$ cat config.mk
export PLATFORM = sky130hd
export DESIGN_NAME = op_word_receiver_node0
export DESIGN_NICKNAME = d
export VERILOG_FILES = /design/src/rtl/op_word_receiver_node0.sv
export SDC_FILE = /design/constraint.sdc
export NUM_CORES = 1
export LEC_CHECK = 0
export ABC_AREA = 0
export CORE_ASPECT_RATIO = 1.1
export CORE_UTILIZATION = 47
export DETAILED_ROUTE_END_ITERATION = 10
export PLACE_DENSITY = 0.71
export SKIP_CTS_REPAIR_TIMING = 1
export SYNTH_ARGS = -nofsm -noshare
export SYNTH_HDL_FRONTEND = slang
export SYNTH_SLANG_ARGS = --single-unit
export TNS_END_PERCENT = 100
$ cat constraint.sdc
create_clock -name clk -period 2.4 [get_ports clk]
set_input_delay 0.36 -clock clk [delete_from_list [all_inputs] [get_ports clk]]
set_output_delay 0.36 -clock clk [all_outputs]
set_load 0.005 [all_outputs]
$ cat src/rtl/op_word_receiver_node0.sv
`default_nettype none
// +----------------------------------------------------------------------------+
// | op_word_receiver_node0: assembles host bytes into 16-bit op words, filters |
// | malformed words, buffers them and issues one word per slot on idx_op.      |
// | Revision: 1.0                                                              |
// +----------------------------------------------------------------------------+
module op_word_receiver_node0 #(
  parameter int FIFO_DEPTH   = 4,
  parameter int BYTE_TIMEOUT = 255,
  parameter int ISSUE_GAP    = 1
) (
  input  logic                          clk,
  input  logic                          reset,
  input  logic [7:0]                    rx_byte,
  input  logic                          rx_valid,
  input  logic                          op_ready,
  output logic [15:0]                   idx_op,
  output logic                          idx_valid,
  output logic [$clog2(FIFO_DEPTH):0]   fifo_count,
  output logic                          err_frame,
  output logic                          err_overflow
);

  localparam int c_PTR_W   = $clog2(FIFO_DEPTH);
  localparam int c_CNT_W   = c_PTR_W + 1;
  localparam int c_TMR_W   = $clog2(BYTE_TIMEOUT + 1);
  localparam int c_GAP_W   = $clog2(ISSUE_GAP + 2);

  typedef enum logic [1:0] {
    S_WAIT_HI = 2'd0,
    S_WAIT_LO = 2'd1,
    S_CHECK   = 2'd2
  } state_t;

  state_t               state_q, state_d;
  logic [15:0]          word_q, word_d;
  logic [c_TMR_W-1:0]   timer_q, timer_d;

  logic [15:0]          mem_q [FIFO_DEPTH];
  logic [c_PTR_W-1:0]   wr_ptr_q, rd_ptr_q;
  logic [c_CNT_W-1:0]   count_q;
  logic [c_GAP_W-1:0]   gap_q;

  logic [15:0]          idx_op_q;
  logic                 idx_valid_q;
  logic                 err_frame_q;
  logic                 err_ovf_q;

  logic                 w_timeout;
  logic                 w_check;
  logic                 w_nib_bad;
  logic                 w_word_ok;
  logic                 w_full;
  logic                 w_pop;
  logic                 w_push;
  logic                 w_ovf;
  logic                 w_frame;

  always_ff @(posedge clk) begin
    if (reset) begin
      state_q <= S_WAIT_HI;
      word_q  <= 16'h0000;
      timer_q <= '0;
    end else begin
      state_q <= state_d;
      word_q  <= word_d;
      timer_q <= timer_d;
    end
  end

  // A byte arriving during CHECK starts the next word straight away.
  always_comb begin
    state_d   = state_q;
    word_d    = word_q;
    timer_d   = timer_q;
    w_timeout = 1'b0;
    case (state_q)
      S_WAIT_HI: begin
        if (rx_valid) begin
          word_d[15:8] = rx_byte;
          timer_d      = '0;
          state_d      = S_WAIT_LO;
        end
      end
      S_WAIT_LO: begin
        if (rx_valid) begin
          word_d[7:0] = rx_byte;
          state_d     = S_CHECK;
        end else if (timer_q == c_TMR_W'(BYTE_TIMEOUT)) begin
          w_timeout = 1'b1;
          state_d   = S_WAIT_HI;
        end else begin
          timer_d = timer_q + c_TMR_W'(1);
        end
      end
      S_CHECK: begin
        if (rx_valid) begin
          word_d[15:8] = rx_byte;
          timer_d      = '0;
          state_d      = S_WAIT_LO;
        end else begin
          state_d = S_WAIT_HI;
        end
      end
      default: state_d = S_WAIT_HI;
    endcase
  end

  assign w_check   = (state_q == S_CHECK);
  assign w_nib_bad = (word_q[11:8] == 4'h7) || (word_q[11:8] == 4'h8) ||
                     (word_q[11:8] == 4'h9) || (word_q[11:8] == 4'hD) ||
                     (word_q[11:8] == 4'hE) || (word_q[11:8] == 4'hF);
  assign w_word_ok = (word_q[15:12] == 4'h0) && !w_nib_bad;

  assign w_full  = (count_q == c_CNT_W'(FIFO_DEPTH));
  assign w_pop   = (count_q != '0) && op_ready && (gap_q == '0);
  // A simultaneous pop frees the slot, so a full FIFO still accepts the push.
  assign w_push  = w_check && w_word_ok && (!w_full || w_pop);
  assign w_ovf   = w_check && w_word_ok && w_full && !w_pop;
  assign w_frame = w_timeout || (w_check && !w_word_ok);

  always_ff @(posedge clk) begin
    if (w_push) begin
      mem_q[wr_ptr_q] <= word_q;
    end
  end

  always_ff @(posedge clk) begin
    if (reset) begin
      wr_ptr_q <= '0;
      rd_ptr_q <= '0;
      count_q  <= '0;
    end else begin
      if (w_push) wr_ptr_q <= wr_ptr_q + c_PTR_W'(1);
      if (w_pop)  rd_ptr_q <= rd_ptr_q + c_PTR_W'(1);
      case ({w_push, w_pop})
        2'b10:   count_q <= count_q + c_CNT_W'(1);
        2'b01:   count_q <= count_q - c_CNT_W'(1);
        default: count_q <= count_q;
      endcase
    end
  end

  always_ff @(posedge clk) begin
    if (reset) begin
      gap_q       <= '0;
      idx_op_q    <= 16'h0000;
      idx_valid_q <= 1'b0;
      err_frame_q <= 1'b0;
      err_ovf_q   <= 1'b0;
    end else begin
      if (w_pop) begin
        gap_q <= c_GAP_W'(ISSUE_GAP);
      end else if (gap_q != '0) begin
        gap_q <= gap_q - c_GAP_W'(1);
      end
      idx_op_q    <= w_pop ? mem_q[rd_ptr_q] : 16'h0000;
      idx_valid_q <= w_pop;
      err_frame_q <= w_frame;
      err_ovf_q   <= w_ovf;
    end
  end

  assign idx_op       = idx_op_q;
  assign idx_valid    = idx_valid_q;
  assign fifo_count   = count_q;
  assign err_frame    = err_frame_q;
  assign err_overflow = err_ovf_q;

endmodule
`default_nettype wire
==> impl_metrics.py <==
metrics = {
    "synthesis": {
        "synth_seq_area_share": 0.6789,
        "yosysTopAreaCell": "edfxtp_1",
        "syn-num-nets": 323,
        "avgSynthCellArea_um2": 14.55,
        "netlist_area_um2": 4423,
        "synth_top_area_share": 0.4345,
        "async_flop_share": 0,
        "synth-seq-cells": 118,
        "synth_edf_count": 64,
        "synth_cell_types": 42,
        "synthTopCellsByArea": "edfxtp_1, dfxtp_1, mux4_2, mux2i_1, nor2_1",
        "synthCells": 304,
        "yosysWarnings": 0,
        "ys_dominant_reg_cell": "edfxtp_1",
    },
    "floorplan": {
        "core_um2": 9009,
        "row_count": 36,
        "initial_core_util": 0.4910,
        "chipWidth_um": 94.50,
        "dieArea_um2": 9803,
        "io_pins": 34,
        "die_y_um": 103.7,
    },
    "clocking": {
        "clock_sinks": 118,
        "cts_tree": "yes",
        "htree_levels": 4,
        "clock_latency_ps": 510,
        "cts_root_buffer": "clkbuf_8",
        "cts.clk_slew.worst_paths_ps": 50,
        "clock_path_buffers": 2,
        "cts_buffers": 17,
    },
    "sta": {
        "slew_headroom": 0.7108,
        "finalMaxSlewViolations": 0,
        "timing.final.crit_share": 0.9100,
        "finClkSkew_ps": 7.579,
        "tns_ps": 0,
        "layout_min_cycle_time_ps": 2184,
        "worst_pin_slew_ps": 433.8,
        "whs_ps": 469.7,
        "rsz0062_at_grt": "false",
        "setup_viol": 0,
        "fmax_mhz": 457.9,
        "hold_viol": 0,
    },
    "critical_path": {
        "worst-setup-path-type": "flip-flop to flip-flop",
        "cp-start-kind": "flip-flop",
        "path_max_fanout": 6,
        "end_kind": "flip-flop",
        "worstPathRequired_ps": 2800,
        "crit_arrival_ps": 2580,
    },
    "global_routing": {
        "antenna_found_initial": 0,
        "grt_max_degree": 18,
        "track_usage": 0.1824,
        "grt_pass1_wl_mm": 12.68,
        "gr-total-overflow": 0,
        "grt_pass1_vias": 2552,
    },
    "pwr": {
        "p_total_mw": 5.320,
        "p_leak_nw": 2.076,
        "vdd_ir_drop_max_mv": 0.5759,
        "powerDensity_nw_per_um2": 941.7,
    },
    "drt": {
        "viasPerCell": 5.141,
        "drc": 0,
        "drt_iter0_markers": 101,
        "dr.pass1.iters": 4,
        "vias": 2483,
        "wl_per_cell_um": 16.08,
        "drtAntennaViolNets": 0,
        "routed_wl_mm": 7.765,
    },
    "finish": {
        "final_nets": 375,
        "n_antenna_cell": 0,
        "utilization": 0.6271,
        "regArea_um2": 3003,
        "final_cells": 483,
        "area_growth_pct": 27.72,
        "multiInputGateArea_um2": 1338,
        "drive_above_1_share": 0.1762,
        "fill_cells": 693,
    },
    "place": {
        "place.gp.congestion": 0.7423,
        "portBuffers": 33,
        "dp_hpwl_mm": 4.828,
        "dp.cells": 451,
    },
    "outcome": {
        "status": "completed",
    },
    "hold_path": {
        "hold_class": "input port to flip-flop",
    },
    "flow_run": {
        "max_cap_viol_count": 0,
    },
}
[synthesized netlist by cell type, types with 2 or more instances]
cell / number
a21oi_1: 12
buf_2: 3
xor2_1: 4
xnor2_1: 5
o21ai_0: 3
or3_1: 2
dfxtp_1: 54
mux4_2: 16
inv_1: 6
nand2_1: 23
mux2i_1: 13
nand2b_1: 3
nor2b_1: 13
and2_1: 6
clkbuf_1: 8
and2b_1: 5
nor2_1: 31
ha_1: 6
nand3_1: 3
edfxtp_1: 64
nor3_1: 3
[layer usage]
metal,wire length (um),up-vias,GRT usage
met4,95,0,0.07251
met2,4087,49,0.3090
li1,-,1192,-
met5,0,-,0
met3,294,8,0.07269
met1,3287,1234,0.2018
[where the power goes]
group          total (mW)  internal (mW)  leakage [nW]  switching (mW)
combinational       0.286          0.144         0.692           0.141
clock                2.83           2.01         0.323           0.821
sequential           2.20           2.17          1.06          0.0326
[placed cells by master (no fill, tap or decap), types with 5 or more instances in the layout]
cell	count
a21oi_1	12
and2_1	6
and2b_1	5
buf_4	9
bufinv_16	7
clkbuf_16	16
clkdlybuf4s50_1	33
dfxtp_1	54
edfxtp_1	64
ha_1	6
inv_1	6
mux2i_1	13
mux4_2	16
nand2_1	23
nor2_1	31
nor2b_1	13
xnor2_1	5
[worst paths after layout]
path | from | cells past startpoint | to | slack, ps
worst min-delay path | rx_byte[6] | 3 | word_q[14] | 470
worst min register to register | timer_q[4] | 2 | timer_q[4] | 500
worst max register to register | word_q[15] | 6 | fifo_count[2] | 220
worst max-delay path | word_q[15] | 6 | fifo_count[2] | 220
[through the flow]
step | instance area, um2 | setup slack [ps]
6_report | 5649 | 216.1
2_1_floorplan | 4423 | 237.6
4_1_cts | 5649 | 215.4
3_5_place_dp | 4984 | 160.5
5_1_grt | 5649 | 62.34
3_3_place_gp | 4984 | 194.9
[area by class of cell]
type	instances	share of cell area
tap	114	0.02525
sequential	118	0.5316
inverter	6	0.003987
multi-input combinational	167	0.2368
clock inverter	12	0.04075
clock buffer	20	0.07708
timing repair buffer	46	0.08461
[sequential cells by signal (all words and copies together), names as in the netlist, 2 cells and up]
name and count:
state_q 2, word_q 16, wr_ptr_q 2, gap_q 2
rd_ptr_q 2, idx_op 16, mem_q 64, timer_q 8
fifo_count 3
[logic make-up (layout without fill, tap and decap cells)]
kind of cell             after synthesis  in the layout  synth area share
XOR/XNOR                               9              9           0.01782
flip-flops                           118            118            0.6789
buffers and inverters                 19             84           0.01867
adder cells (fa/ha/maj)                7              7           0.02150
AO/OA/AOI/OAI                         20             20           0.03027
AND/OR/NAND/NOR                      101            101            0.1194
multiplexers                          30             30            0.1134
[critical path: stages (launching register included)]
cell      delay, ps
dfxtp_1         350
nor4_1          420
o211ai_1        180
and2_1          230
fa_1            380
mux2i_1         170
mux2_2          340
Power figures use the tool's default switching activity.
